<file path="config.mk">
export PLATFORM = sky130hd
export DESIGN_NAME = sync_fifo
export DESIGN_NICKNAME = d
export VERILOG_FILES = /design/src/rtl/fifo_pkg.sv /design/src/rtl/fifo_ram.sv /design/src/rtl/sync_fifo.sv
export SDC_FILE = /design/constraint.sdc
export NUM_CORES = 1
export LEC_CHECK = 0
export CORE_MARGIN = 2
export CORE_UTILIZATION = 55
export CTS_CLUSTER_DIAMETER = 40
export DETAILED_ROUTE_END_ITERATION = 8
export HOLD_SLACK_MARGIN = 0.08
export PLACE_DENSITY_LB_ADDON = 0.15
export RECOVER_POWER = 50
export SYNTH_ARGS = -nofsm -noshare
export SYNTH_HDL_FRONTEND = slang
export SYNTH_SLANG_ARGS = --single-unit
</file>
<file path="constraint.sdc">
create_clock -name clk -period 7.55 [get_ports clk]
set_input_delay 1.51 -clock clk [delete_from_list [all_inputs] [get_ports clk]]
set_output_delay 1.51 -clock clk [all_outputs]
set_load 0.03 [all_outputs]
</file>
<file path="src/rtl/fifo_pkg.sv">
// -----------------------------------------------------------------------------
// fifo_pkg
// Shared types and helpers for the single-clock FIFO (sync_fifo).
//   fifo_status_t : packed bundle of the occupancy-derived status flags.
//   is_pow2()     : constant function used for elaboration-time legality checks.
// -----------------------------------------------------------------------------
package fifo_pkg;

  typedef struct packed {
    logic full;
    logic almost_full;
    logic empty;
    logic almost_empty;
  } fifo_status_t;

  function automatic bit is_pow2(input int n);
    return (n > 0) && ((n & (n - 1)) == 0);
  endfunction

endpackage

</file>
<file path="src/rtl/fifo_ram.sv">
// -----------------------------------------------------------------------------
// fifo_ram
// Storage array for sync_fifo: one synchronous write port, one combinational
// read port. The read port is combinational so a first-word-fall-through FIFO
// can present its head entry in the same cycle. Contents are not reset.
// Ports:
//   clk        : clock, write on rising edge
//   i_wr_en    : write strobe
//   i_wr_addr  : write address
//   i_wr_data  : write payload
//   i_rd_addr  : read address
//   o_rd_data  : data at i_rd_addr (combinational)
// -----------------------------------------------------------------------------
module fifo_ram #(
  parameter int WIDTH       = 32,
  parameter int NUM_ENTRIES = 8
) (
  input  logic                           clk,
  input  logic                           i_wr_en,
  input  logic [$clog2(NUM_ENTRIES)-1:0] i_wr_addr,
  input  logic [WIDTH-1:0]               i_wr_data,
  input  logic [$clog2(NUM_ENTRIES)-1:0] i_rd_addr,
  output logic [WIDTH-1:0]               o_rd_data
);

  logic [WIDTH-1:0] r_mem [NUM_ENTRIES];

  always_ff @(posedge clk) begin
    if (i_wr_en) begin
      r_mem[i_wr_addr] <= i_wr_data;
    end
  end

  assign o_rd_data = r_mem[i_rd_addr];

endmodule

</file>
<file path="src/rtl/sync_fifo.sv">
// -----------------------------------------------------------------------------
// sync_fifo
// Single-clock parametrised FIFO with occupancy count, almost-full/empty
// thresholds, sticky overflow/underflow flags, synchronous flush and a
// selectable read mode (first-word-fall-through or registered output).
// Ports:
//   clk          : clock, all logic on rising edge
//   reset_n      : asynchronous active-low reset
//   flush        : synchronous clear of contents (flags untouched)
//   clear_errors : synchronous clear of overflow/underflow
//   write_en     : write request          write_data : write payload
//   read_en      : read request           read_data  : read payload
//   read_valid   : read_data qualifier
//   full / almost_full / empty / almost_empty / count : occupancy status
//   overflow     : sticky, write attempted while full
//   underflow    : sticky, read attempted while empty
// -----------------------------------------------------------------------------
module sync_fifo
  import fifo_pkg::*;
#(
  parameter int WIDTH                  = 32,
  parameter int NUM_ENTRIES            = 8,
  parameter int ALMOST_FULL_THRESHOLD  = NUM_ENTRIES - 1,
  parameter int ALMOST_EMPTY_THRESHOLD = 1,
  parameter int FWFT                   = 1
) (
  input  logic                         clk,
  input  logic                         reset_n,
  input  logic                         flush,
  input  logic                         clear_errors,
  input  logic                         write_en,
  input  logic [WIDTH-1:0]             write_data,
  output logic                         full,
  output logic                         almost_full,
  input  logic                         read_en,
  output logic [WIDTH-1:0]             read_data,
  output logic                         read_valid,
  output logic                         empty,
  output logic                         almost_empty,
  output logic [$clog2(NUM_ENTRIES):0] count,
  output logic                         overflow,
  output logic                         underflow
);

  localparam int ADDR_WIDTH = $clog2(NUM_ENTRIES);
  localparam int PTR_WIDTH  = ADDR_WIDTH + 1;

  typedef logic [PTR_WIDTH-1:0] ptr_t;

  localparam ptr_t PTR_ONE  = ptr_t'(1);
  localparam ptr_t FULL_CNT = ptr_t'(NUM_ENTRIES);
  localparam ptr_t AF_CNT   = ptr_t'(ALMOST_FULL_THRESHOLD);
  localparam ptr_t AE_CNT   = ptr_t'(ALMOST_EMPTY_THRESHOLD);

  // Parameter legality, rejected at elaboration.
  if (!is_pow2(NUM_ENTRIES) || NUM_ENTRIES < 2) begin : g_bad_depth
    $error("sync_fifo: NUM_ENTRIES must be a power of two >= 2");
  end
  if (ALMOST_FULL_THRESHOLD < 1 || ALMOST_FULL_THRESHOLD > NUM_ENTRIES) begin : g_bad_af
    $error("sync_fifo: ALMOST_FULL_THRESHOLD out of range 1..NUM_ENTRIES");
  end
  if (ALMOST_EMPTY_THRESHOLD < 0 || ALMOST_EMPTY_THRESHOLD > NUM_ENTRIES - 1) begin : g_bad_ae
    $error("sync_fifo: ALMOST_EMPTY_THRESHOLD out of range 0..NUM_ENTRIES-1");
  end

  ptr_t             r_wptr;
  ptr_t             r_rptr;
  ptr_t             w_count;
  fifo_status_t     w_status;
  logic             w_wr_acc;
  logic             w_rd_acc;
  logic             w_ovf_set;
  logic             w_unf_set;
  logic             r_overflow;
  logic             r_underflow;
  logic [WIDTH-1:0] w_ram_rdata;

  // Wrap bit in the MSB makes the modular difference the true occupancy,
  // including the full case (difference == NUM_ENTRIES).
  assign w_count = r_wptr - r_rptr;

  // Status comes from registered pointers only; no combinational path from
  // write_en/read_en to any status output.
  always_comb begin
    w_status              = '0;
    w_status.full         = (w_count == FULL_CNT);
    w_status.almost_full  = (w_count >= AF_CNT);
    w_status.empty        = (w_count == '0);
    w_status.almost_empty = (w_count <= AE_CNT);
  end

  // Flush blocks both acceptance and error-flag setting in its cycle.
  assign w_wr_acc  = write_en && !w_status.full  && !flush;
  assign w_rd_acc  = read_en  && !w_status.empty && !flush;
  assign w_ovf_set = write_en &&  w_status.full  && !flush;
  assign w_unf_set = read_en  &&  w_status.empty && !flush;

  always_ff @(posedge clk or negedge reset_n) begin
    if (!reset_n) begin
      r_wptr <= '0;
      r_rptr <= '0;
    end else if (flush) begin
      r_wptr <= '0;
      r_rptr <= '0;
    end else begin
      if (w_wr_acc) begin
        r_wptr <= r_wptr + PTR_ONE;
      end
      if (w_rd_acc) begin
        r_rptr <= r_rptr + PTR_ONE;
      end
    end
  end

  // Sticky flags: a set in the same cycle as clear_errors wins.
  always_ff @(posedge clk or negedge reset_n) begin
    if (!reset_n) begin
      r_overflow  <= 1'b0;
      r_underflow <= 1'b0;
    end else begin
      r_overflow  <= w_ovf_set | (r_overflow  & ~clear_errors);
      r_underflow <= w_unf_set | (r_underflow & ~clear_errors);
    end
  end

  fifo_ram #(
    .WIDTH       (WIDTH),
    .NUM_ENTRIES (NUM_ENTRIES)
  ) u_ram (
    .clk       (clk),
    .i_wr_en   (w_wr_acc),
    .i_wr_addr (r_wptr[ADDR_WIDTH-1:0]),
    .i_wr_data (write_data),
    .i_rd_addr (r_rptr[ADDR_WIDTH-1:0]),
    .o_rd_data (w_ram_rdata)
  );

  if (FWFT != 0) begin : g_fwft
    // Head entry visible whenever the FIFO is non-empty.
    assign read_data  = w_ram_rdata;
    assign read_valid = !w_status.empty;
  end else begin : g_regout
    logic [WIDTH-1:0] r_read_data;
    logic             r_read_valid;

    // Data register holds its last value when no read is accepted.
    always_ff @(posedge clk or negedge reset_n) begin
      if (!reset_n) begin
        r_read_data  <= '0;
        r_read_valid <= 1'b0;
      end else begin
        r_read_valid <= w_rd_acc;
        if (w_rd_acc) begin
          r_read_data <= w_ram_rdata;
        end
      end
    end

    assign read_data  = r_read_data;
    assign read_valid = r_read_valid;
  end

  assign full         = w_status.full;
  assign almost_full  = w_status.almost_full;
  assign empty        = w_status.empty;
  assign almost_empty = w_status.almost_empty;
  assign count        = w_count;
  assign overflow     = r_overflow;
  assign underflow    = r_underflow;

endmodule

</file>
==> run_results.csv, run 1 <==
group,metric,value,unit
clocking,clock_sinks,266,
die,die_area,20100,um^2
die,initial_core_util,55.9,%
logic_synthesis,yosysWarningCount,0,
logic_synthesis,synthFlopType,"edfxtp_1",
logic_synthesis,synth-edff-count,256,
setup_path,startpoint_type,"register",
finish,synthToLayoutAreaGrowth,22.5,%
sta,worstMarginPinSlew,1010,ps
setup_path,path_class,"reg -> out",
setup_path,path_cells,"buf_4 > clkinv_1 > ha_1 > xor2_1 > and3_1 > o21ai_0 > inv_1 > clkdlybuf4s50_1",
run_status,outcome,"completed",
placement,gp_congestion,0.793,
clocking,cts_root_buf,"clkbuf_16",
finish,n_antenna_cell,0,
logic_synthesis,synth_top_family_by_area,"multiplexers",
placement,hpwl,11.0,mm
setup_path,max_stage_delay,680,ps
setup_path,critPathTopFamily,"buffers and inverters",
logic_synthesis,ys_ff_latch,266,
hold_path,whs_path_depth,2,
logic_synthesis,yosys.area.top_type,"edfxtp_1",
finish,drive_gt1_share,22.1,%
logic_synthesis,synth.distinct_cells,39,
clocking,cts_tree,"yes",
pwr,swShare,28.9,%
logic_synthesis,synth_simple_gate_area_share,5.37,%
logic_synthesis,synth_mux_area_share,13.9,%
logic_synthesis,synth_top_area_share,73.8,%
sta,min_period,5210,ps
job,maxCapViolations,0,
logic_synthesis,synth_area,10400,um^2
clocking,cts.clk_slew.worst_paths,50,ps
pwr,p_leak,4.29,nW
grt,grt_start_max_net_pins,52,
grt,grt_pass1_wl,31.9,mm
setup_path,slowest_stage,"clkdlybuf4s50_1",
clocking,cts.path.max_buffers,3,
setup_path,required,6040,ps
clocking,cts_resized,0,
sta,hold_ws,535,ps
hold_path,hp-class,"reg -> reg",
sta,setup_viol,0,
detailed_routing,drc,0,
pwr,clockPowerShare,36.7,%
die,ioPinCount,81,
die,num_rows,50,
detailed_routing,avgRoutedWirePerCell,22.9,um
clocking,cts_max_level,2,
detailed_routing,vias,5258,
setup_path,crit_buf_inv,4,
detailed_routing,drt_iter0_drc,417,
pwr,peakVddDrop,0.290,mV
logic_synthesis,synthAdderAreaFrac,0.793,%
setup_path,endpoint_kind,"output pin",
logic_synthesis,synth_area_leaders,"edfxtp_1 (74%), mux4_2 (14%), nand2_1 (3.7%), dfrtp_1 (2.4%), ha_1 (0.60%)",
detailed_routing,antenna_left,0,
setup_path,r2r_start,"r_rptr[2]",
logic_synthesis,synthTopCellsByCount,"edfxtp_1 (256), nand2_1 (102), mux4_2 (64), inv_1 (13), nor2_1 (12)",
grt,antenna_found_initial,1,
die,die_w,142,um
clocking,ctsHoldBuffers,0,
grt,grt.total_usage,21.6,%
sta,rsz0062_at_grt,"false",
pwr,power_density,370,nW/um^2
logic_synthesis,syn_nets,571,
die,die_h,142,um
pwr,p_int,3.36,mW
sta,tns,0,ps
sta,fmax,192,MHz
sta,period_share,69.1,%
sta,max_slew_margin,32.4,%
logic_synthesis,synth_compound_area_share,1.61,%
logic_synthesis,seq_area_frac_synth,76.2,%
sta,hold_viol_final,0,
clocking,cts_buffers,37,
logic_synthesis,synthCells,527,
setup_path,cp.arrival,3700,ps
sta,skew,9.21,ps
pwr,p_sw,1.37,mW
logic_synthesis,yosys.cell_count.top_type,"edfxtp_1",
logic_synthesis,synth_xor_area_share,0.576,%
setup_path,r2r_cells,9,
logic_synthesis,synthArstFlopShare,3.76,%
pwr,seqPwrFrac,37.3,%
grt,grt.overflow.total,0,
clocking,clock_latency,500,ps
pwr,combPwrFrac,26.0,%
detailed_routing,drtPass1Iterations,5,
detailed_routing,wl,20.5,mm
detailed_routing,viasPerCell,5.86,
setup_path,timing.rr.end,"u_ram.r_mem[4][10]",
finish,fin_nets,680,
grt,first_global_vias,5552,
hold_path,hp-start,"overflow",
logic_synthesis,synth_area_per_cell,19.8,um^2
hold_path,min_to,"overflow",
setup_path,reg2reg_slack,2970,ps
placement,port_buffers,80,
sta,slew_viol_final,0,
clocking,post_cts_buffers,0,
setup_path,crit_path_max_fanout,34,
die,core,18600,um^2
routing by layer:
| layer | share of wire (%) | wire length (um) | track usage, % |
|---|---|---|---|
| met5 | 0.058 | 12 | 0 |
| met4 | 1.8 | 363 | 7.05 |
| met3 | 6.2 | 1270 | 3.98 |
| met2 | 51 | 10500 | 35.7 |
| met1 | 41 | 8390 | 29.6 |
power groups by stage:
stage	Clock [mW]	Sequential, mW	Combinational, mW
2_1_floorplan	0	1.75	0.884
5_1_grt	1.82	1.77	1.32
6_report	1.73	1.76	1.23
3_3_place_gp	0	1.79	1.26
3_5_place_dp	0	1.79	1.28
4_1_cts	1.76	1.76	1.29
flip-flops by register name, summed over array words and instances (netlist names):
register and count:
overflow 1, underflow 1, u_ram.r_mem 256, r_wptr 4
r_rptr 4
final cells by class:
cell class	instances	area, um^2
Clock buffer	41	983
Clock inverter	26	287
Fill cell	1205	5880
Inverter	15	56.3
Multi-Input combinational cell	224	2310
Sequential cell	266	7940
Tap cell	234	293
Timing Repair Buffer	92	891
per-stage QoR:
stage	instances	cell area (um^2)	setup slack (ps)	util [%]	total power [mW]
finish	898	12800	2340	68.5	4.72
global route	898	12800	2050	68.5	4.92
CTS	898	12800	2490	68.8	4.81
detailed placement	831	11600	3030	62.0	3.07
global placement	831	11600	3040	62.0	3.05
floorplan	527	10400	2830	-	2.64
kinds of logic after synthesis:
kind of cell,Yosys count
buffers and inverters,37
AOI/OAI and AO/OA,17
adders and majority gates,6
xor gates and xnor gates,6
muxes,65
and+or+nand+nor,130
DFF,266
worst max-delay path by stage:
| stage | end | start | slack [ps] | cells past startpoint |
|---|---|---|---|---|
| final | full | r_rptr[2] | 2340 | 8 |
| after floorplan | u_ram.r_mem[0][0] | r_rptr[2] | 2830 | 9 |
| after CTS | read_data[22] | r_rptr[0] | 2490 | 5 |
| after global placement | read_data[22] | r_rptr[0] | 3040 | 5 |
| after detailed placement | read_data[31] | r_rptr[0] | 3030 | 5 |
| after global routing | full | r_rptr[2] | 2050 | 8 |
cell usage in the layout (no fill, tap or decap), types with 3 or more instances in the layout:
cell type,n
nor3_1,3
o31ai_1,4
clkbuf_16,39
xor2_1,3
bufinv_16,5
dlygate4sd3_1,35
inv_6,5
nand2_1,102
clkdlybuf4s50_1,45
edfxtp_1,256
nor2_1,8
clkinv_1,9
mux4_2,64
dfrtp_1,8
nor2_4,5
clkinv_4,3
xnor2_1,3
inv_1,13
buf_4,12
o21ai_0,4
ha_1,5
worst register-to-register path, stage by stage, from the launching register on:
cell	delay (ps)
dfrtp_1	320
buf_4	430
clkinv_1	190
ha_1	390
nand3b_1	180
and3_1	260
o21ai_0	670
nand3_1	410
nor2_1	830
buf_4	530
Note: power is estimated with default switching activity, not from simulation.
==> run 2: changes to the inputs <==
--- a/config.mk
+++ b/config.mk
@@ -6,7 +6,7 @@
 export NUM_CORES = 1
 export LEC_CHECK = 0
 export CORE_MARGIN = 2
-export CORE_UTILIZATION = 55
+export CORE_UTILIZATION = 52
 export CTS_CLUSTER_DIAMETER = 40
 export DETAILED_ROUTE_END_ITERATION = 8
 export HOLD_SLACK_MARGIN = 0.08
==> constraint.sdc (replaced) <==
create_clock -name clk -period 4.3 [get_ports clk]
set_input_delay 0.86 -clock clk [delete_from_list [all_inputs] [get_ports clk]]
set_output_delay 0.86 -clock clk [all_outputs]
set_load 0.03 [all_outputs]
==> run 2 against run 1 <==
- via count rose by 0.91%
- register-to-register slack got worse by 2600 ps
- worst hold slack got worse by 21 ps
- die area rose by 5.6%
- design area rose by 0.56%
- cell count rose by 3.9%
- flip-flop and latch count did not move
- non-clock buffer count rose by 6
- critical path depth fell by 1
- worst setup slack got worse by 2000 ps
- utilization fell by 2.9 points
- clock skew rose by 4.7 ps
==> run_results.csv, run 2 (synthesis gave the netlist of run 1 again) <==
group,metric,value,unit
die,die_w,146,um
sta,setup_viol,0,
setup_path,required,3440,ps
clocking,cts.clk_slew.worst_paths,50,ps
finish,layout_common_cells,"edfxtp_1 (256), nand2_1 (102), mux4_2 (64), clkbuf_16 (37)",
grt,grt_start_max_net_pins,56,
setup_path,r2r_cells,8,
setup_path,timing.rr.end,"u_ram.r_mem[4][9]",
pwr,p_leak,4.31,nW
finish,fillerInstances,1361,
finish,largest_register,"u_ram.r_mem",
pwr,combPwrFrac,27.0,%
die,core,19600,um^2
placement,port_buffers,80,
setup_path,r2r_start,"r_rptr[0]",
die,die_area,21200,um^2
finish,synthToLayoutAreaGrowth,23.2,%
sta,skew,13.9,ps
finish,largestRegisters,"u_ram.r_mem x256, r_rptr x4, r_wptr x4",
setup_path,reg2reg_slack,410,ps
pwr,power_density,636,nW/um^2
die,num_rows,51,
pwr,p_int,5.76,mW
sta,tns,0,ps
detailed_routing,drt_iter0_drc,394,
hold_path,whs_path_depth,2,
sta,slew_viol_final,0,
grt,grt_pass1_wl,32.1,mm
setup_path,cp.arrival,3060,ps
clocking,cts.path.max_buffers,3,
job,maxCapViolations,0,
finish,largest_reg_flops,256,
finish,utilization,65.5,%
grt,first_global_vias,5603,
run_status,outcome,"completed",
clocking,clock_sinks,266,
setup_path,slowest_stage,"dfrtp_4",
setup_path,path_cells,"ha_1 > fa_1 > xor2_1 > and3_1 > o21ai_0 > inv_1 > buf_4",
setup_path,crit_path_max_fanout,15,
sta,hold_viol_final,0,
clocking,ctsHoldBuffers,0,
die,die_h,146,um
setup_path,startpoint_type,"register",
clocking,cts_root_buf,"clkbuf_16",
sta,max_slew_margin,41.2,%
pwr,clockPowerShare,35.5,%
hold_path,min_to,"overflow",
pwr,seqPwrFrac,37.6,%
finish,fin_nets,685,
placement,gp_congestion,0.802,
pwr,peakVddDrop,0.473,mV
detailed_routing,wl,20.6,mm
detailed_routing,drtPass1Iterations,5,
detailed_routing,antenna_left,0,
clocking,clock_latency,500,ps
grt,antenna_found_initial,0,
setup_path,endpoint_kind,"output pin",
pwr,p_sw,2.40,mW
detailed_routing,viasPerCell,5.69,
placement,hpwl,11.5,mm
die,initial_core_util,53.2,%
clocking,cts_tree,"yes",
detailed_routing,avgRoutedWirePerCell,22.0,um
setup_path,path_class,"reg -> out",
detailed_routing,vias,5306,
sta,period_share,91.3,%
die,ioPinCount,81,
clocking,cts_buffers,36,
sta,fmax,255,MHz
sta,worstMarginPinSlew,883,ps
hold_path,hp-start,"overflow",
grt,grt.overflow.total,0,
finish,n_antenna_cell,0,
sta,rsz0062_at_grt,"false",
grt,grt.total_usage,19.9,%
finish,drive_gt1_share,24.3,%
clocking,post_cts_buffers,0,
sta,min_period,3920,ps
clocking,cts_max_level,2,
pwr,total_power,8.16,mW
clocking,cts_resized,0,
setup_path,cp-startpoint,"r_rptr[0]",
detailed_routing,drc,0,
setup_path,max_stage_delay,600,ps
hold_path,hp-class,"reg -> reg",
pwr,swShare,29.4,%
finish,final_common_cell,"edfxtp_1",
run 2: how the worst max path moves through the flow:
stage	endpoint	cells past startpoint
CTS	read_data[22]	5
detailed placement	u_ram.r_mem[3][15]	8
global route	full	7
finish	full	7
floorplan	u_ram.r_mem[3][0]	9
global placement	u_ram.r_mem[3][14]	8
run 2: metrics by stage:
step                instance area [um^2]  setup WS, ps  hold WS [ps]  std cells
floorplan                          10400           403           554        527
global placement                   11700           974           515        868
detailed placement                 11700           917           512        868
CTS                                12900           526           523        933
global route                       12800           234           533        933
finish                             12800           376           514        933
run 2: metal layers:
layer  GRT usage [%]  share of wire, %  vias up
li1                -                 -     2328
met5               0                 0        -
met2            32.2                49      191
met1            27.8                43     2743
met3            3.86               5.6       44
met4            6.81               2.6        0
run 2: power by group through the flow:
| stage | clock network, mW | registers, mW | logic (mW) |
|---|---|---|---|
| after CTS | 2.95 | 3.07 | 2.30 |
| after floorplan | 0 | 3.07 | 1.55 |
| after global placement | 0 | 3.11 | 2.26 |
| after detailed placement | 0 | 3.12 | 2.28 |
| after global routing | 3.05 | 3.08 | 2.34 |
| final | 2.89 | 3.06 | 2.20 |
run 2: cell type report:
cell class	count	area, um^2	share of cell area [%]
clock inverters	26	259	2.02
well taps	265	332	2.58
multi-input cells	224	2330	18.2
clock buffers	39	933	7.27
repair buffers	98	982	7.65
flip-flops and latches	266	7940	61.9
inverters	15	56.3	0.439
run 2: worst max-delay path: cells and delay by family, from the launching register on:
family,cells,cell delay (ps)
and+or+nand+nor,1,310
xor gates and xnor gates,1,390
buffers and inverters,2,300
DFF,1,600
adders and majority gates,2,640
AOI/OAI and AO/OA,1,320
==> run 3: changes to the inputs <==
--- a/config.mk
+++ b/config.mk
@@ -6,7 +6,7 @@
 export NUM_CORES = 1
 export LEC_CHECK = 0
 export CORE_MARGIN = 2
-export CORE_UTILIZATION = 52
+export CORE_UTILIZATION = 30
 export CTS_CLUSTER_DIAMETER = 40
 export DETAILED_ROUTE_END_ITERATION = 8
 export HOLD_SLACK_MARGIN = 0.08
==> run 3 against run 2 <==
- flip-flop and latch count did not move
- count of clock-buffer cells in the layout rose by 7
- worst hold slack improved by 4.3 ps
- non-clock buffer count did not move
- power rose by 7.5%
- critical path type unchanged
- largest power group is now the clock network
==> run_results.csv, run 3 (synthesis gave the netlist of run 1 again) <==
group,metric,value,unit
run_status,outcome,"completed",
sta,period_share,91.5,%
setup_path,endpoint_kind,"output pin",
pwr,power_density,656,nW/um^2
sta,skew,22.3,ps
detailed_routing,wl,23.3,mm
clocking,cts_resized,0,
setup_path,crit_path_max_fanout,40,
sta,fmax,254,MHz
finish,largest_reg_flops,256,
finish,synthToLayoutAreaGrowth,28.4,%
job,maxCapViolations,0,
setup_path,startpoint_type,"register",
setup_path,timing.rr.end,"u_ram.r_mem[3][19]",
grt,antenna_found_initial,3,
placement,place_ws,867,ps
grt,grt_pass1_wl,35.4,mm
sta,setup_viol,0,
die,die_w,190,um
clocking,ctsHoldBuffers,0,
detailed_routing,route.met2.wl,11.3,mm
setup_path,cp.arrival,3080,ps
detailed_routing,wl_met1,10.4,mm
detailed_routing,drt_iter0_drc,270,
finish,largest_register,"u_ram.r_mem",
clocking,cts_root_buf,"clkbuf_16",
setup_path,r2r_start,"r_rptr[1]",
placement,placed_area,12000,um^2
clocking,post_cts_buffers,0,
sta,slew_viol_final,0,
clocking,cts_max_level,2,
placement,gp_congestion,0.758,
finish,final_area,13400,um^2
detailed_routing,vias,5264,
die,core,34400,um^2
pwr,p_leak,4.43,nW
detailed_routing,dr_wl_met3,1.01,mm
detailed_routing,viasPerCell,4.63,
die,die_area,36200,um^2
clocking,cts.clk_slew.worst_paths,50,ps
finish,finalNonFillerCells,1136,
setup_path,reg2reg_slack,850,ps
placement,dp.cells,1058,
setup_path,r2r_cells,8,
finish,final_common_cell,"edfxtp_1",
hold_path,hp-class,"reg -> reg",
pwr,peakVddDrop,0.417,mV
detailed_routing,antenna_left,0,
grt,first_global_vias,5830,
sta,tns,0,ps
finish,largestRegisters,"u_ram.r_mem x256, r_rptr x4, r_wptr x4",
grt,grt.overflow.total,0,
detailed_routing,drtPass1Iterations,5,
setup_path,path_class,"reg -> out",
clocking,cts.path.max_buffers,3,
die,ioPinCount,81,
sta,rsz0062_at_grt,"false",
clocking,cts_tree,"yes",
sta,final.setup.worst_slack,364,ps
placement,port_buffers,80,
grt,grt_start_max_net_pins,45,
setup_path,required,3440,ps
hold_path,min_to,"overflow",
detailed_routing,avgRoutedWirePerCell,20.5,um
finish,fin_nets,691,
finish,layout_common_cells,"edfxtp_1 (256), nand2_1 (102), mux4_2 (64), clkbuf_16 (45), clkdlybuf4s50_1 (39)",
hold_path,hp-start,"overflow",
detailed_routing,drc,0,
die,die_h,190,um
clocking,clock_latency,520,ps
finish,drive_gt1_share,25.9,%
clocking,clock_sinks,266,
pwr,total_power,8.77,mW
sta,worstMarginPinSlew,657,ps
sta,hold_viol_final,0,
sta,min_period,3940,ps
die,initial_core_util,30.3,%
die,num_rows,68,
hold_path,whs_path_depth,2,
placement,hpwl,13.1,mm
clocking,cts_buffers,42,
sta,max_slew_margin,56.2,%
detailed_routing,routed.top_layer,"met5",
grt,grt.total_usage,13.2,%
## run 3: cell types whose count changed in the layout (fill, tap and decap cells not counted), sizes merged
cell           change
clkbuf             +7
clkinvlp           +4
clkdlybuf4s50      +4
diode              +1
clkinv             -1
buf                -5
bufinv             +2
dlygate4sd3        +1
## run 3: routing by layer
layer / global-route usage, % / vias to the layer above
li1: - / 2343
met1: 17.6 / 2748
met2: 21.7 / 130
met3: 2.72 / 41
met4: 4.20 / 2
met5: 0 / -
## run 3: worst max-delay path: stages, from the launching register on
cell and delay [ps]:
dfrtp_4 850, inv_1 100, ha_1 300, nand3b_1 170, and3_1 340, nor2_4 70, inv_2 70, clkdlybuf4s50_1 660
## run 3: where the power goes
group          leakage [nW]  switching, mW  internal (mW)
sequential             2.44          0.114           2.98
combinational          1.28           1.25          0.955
clock                 0.712           1.20           2.27
total                  4.43           2.56           6.21
## run 3: worst max path at each step
stage | from | endpoint | slack (ps) | cells after the start
2_1_floorplan | r_rptr[2] | u_ram.r_mem[3][0] | 400 | 9
3_3_place_gp | r_rptr[1] | count[3] | 870 | 7
3_5_place_dp | r_rptr[1] | count[3] | 870 | 7
4_1_cts | r_rptr[1] | count[3] | 310 | 7
5_1_grt | r_rptr[1] | count[3] | 190 | 7
6_report | r_rptr[1] | count[3] | 360 | 7
## run 3: per-stage QoR
step                      hold WS (ps)  utilization [%]
after floorplan                    554                -
after global placement             524             34.8
after detailed placement           520             34.8
after CTS                          527             39.1
after global routing               554             38.9
final                              519             38.9
## run 3: final cells by class
| cell class | instances | area [um^2] |
|---|---|---|
| Clock buffer | 46 | 1130 |
| Tap cell | 455 | 569 |
| Clock inverter | 31 | 350 |
| Timing Repair Buffer | 98 | 995 |
| Antenna cell | 1 | 2.50 |
| Inverter | 15 | 56.3 |
| Multi-Input combinational cell | 224 | 2330 |
| Sequential cell | 266 | 7950 |
| Fill cell | 3167 | 21000 |
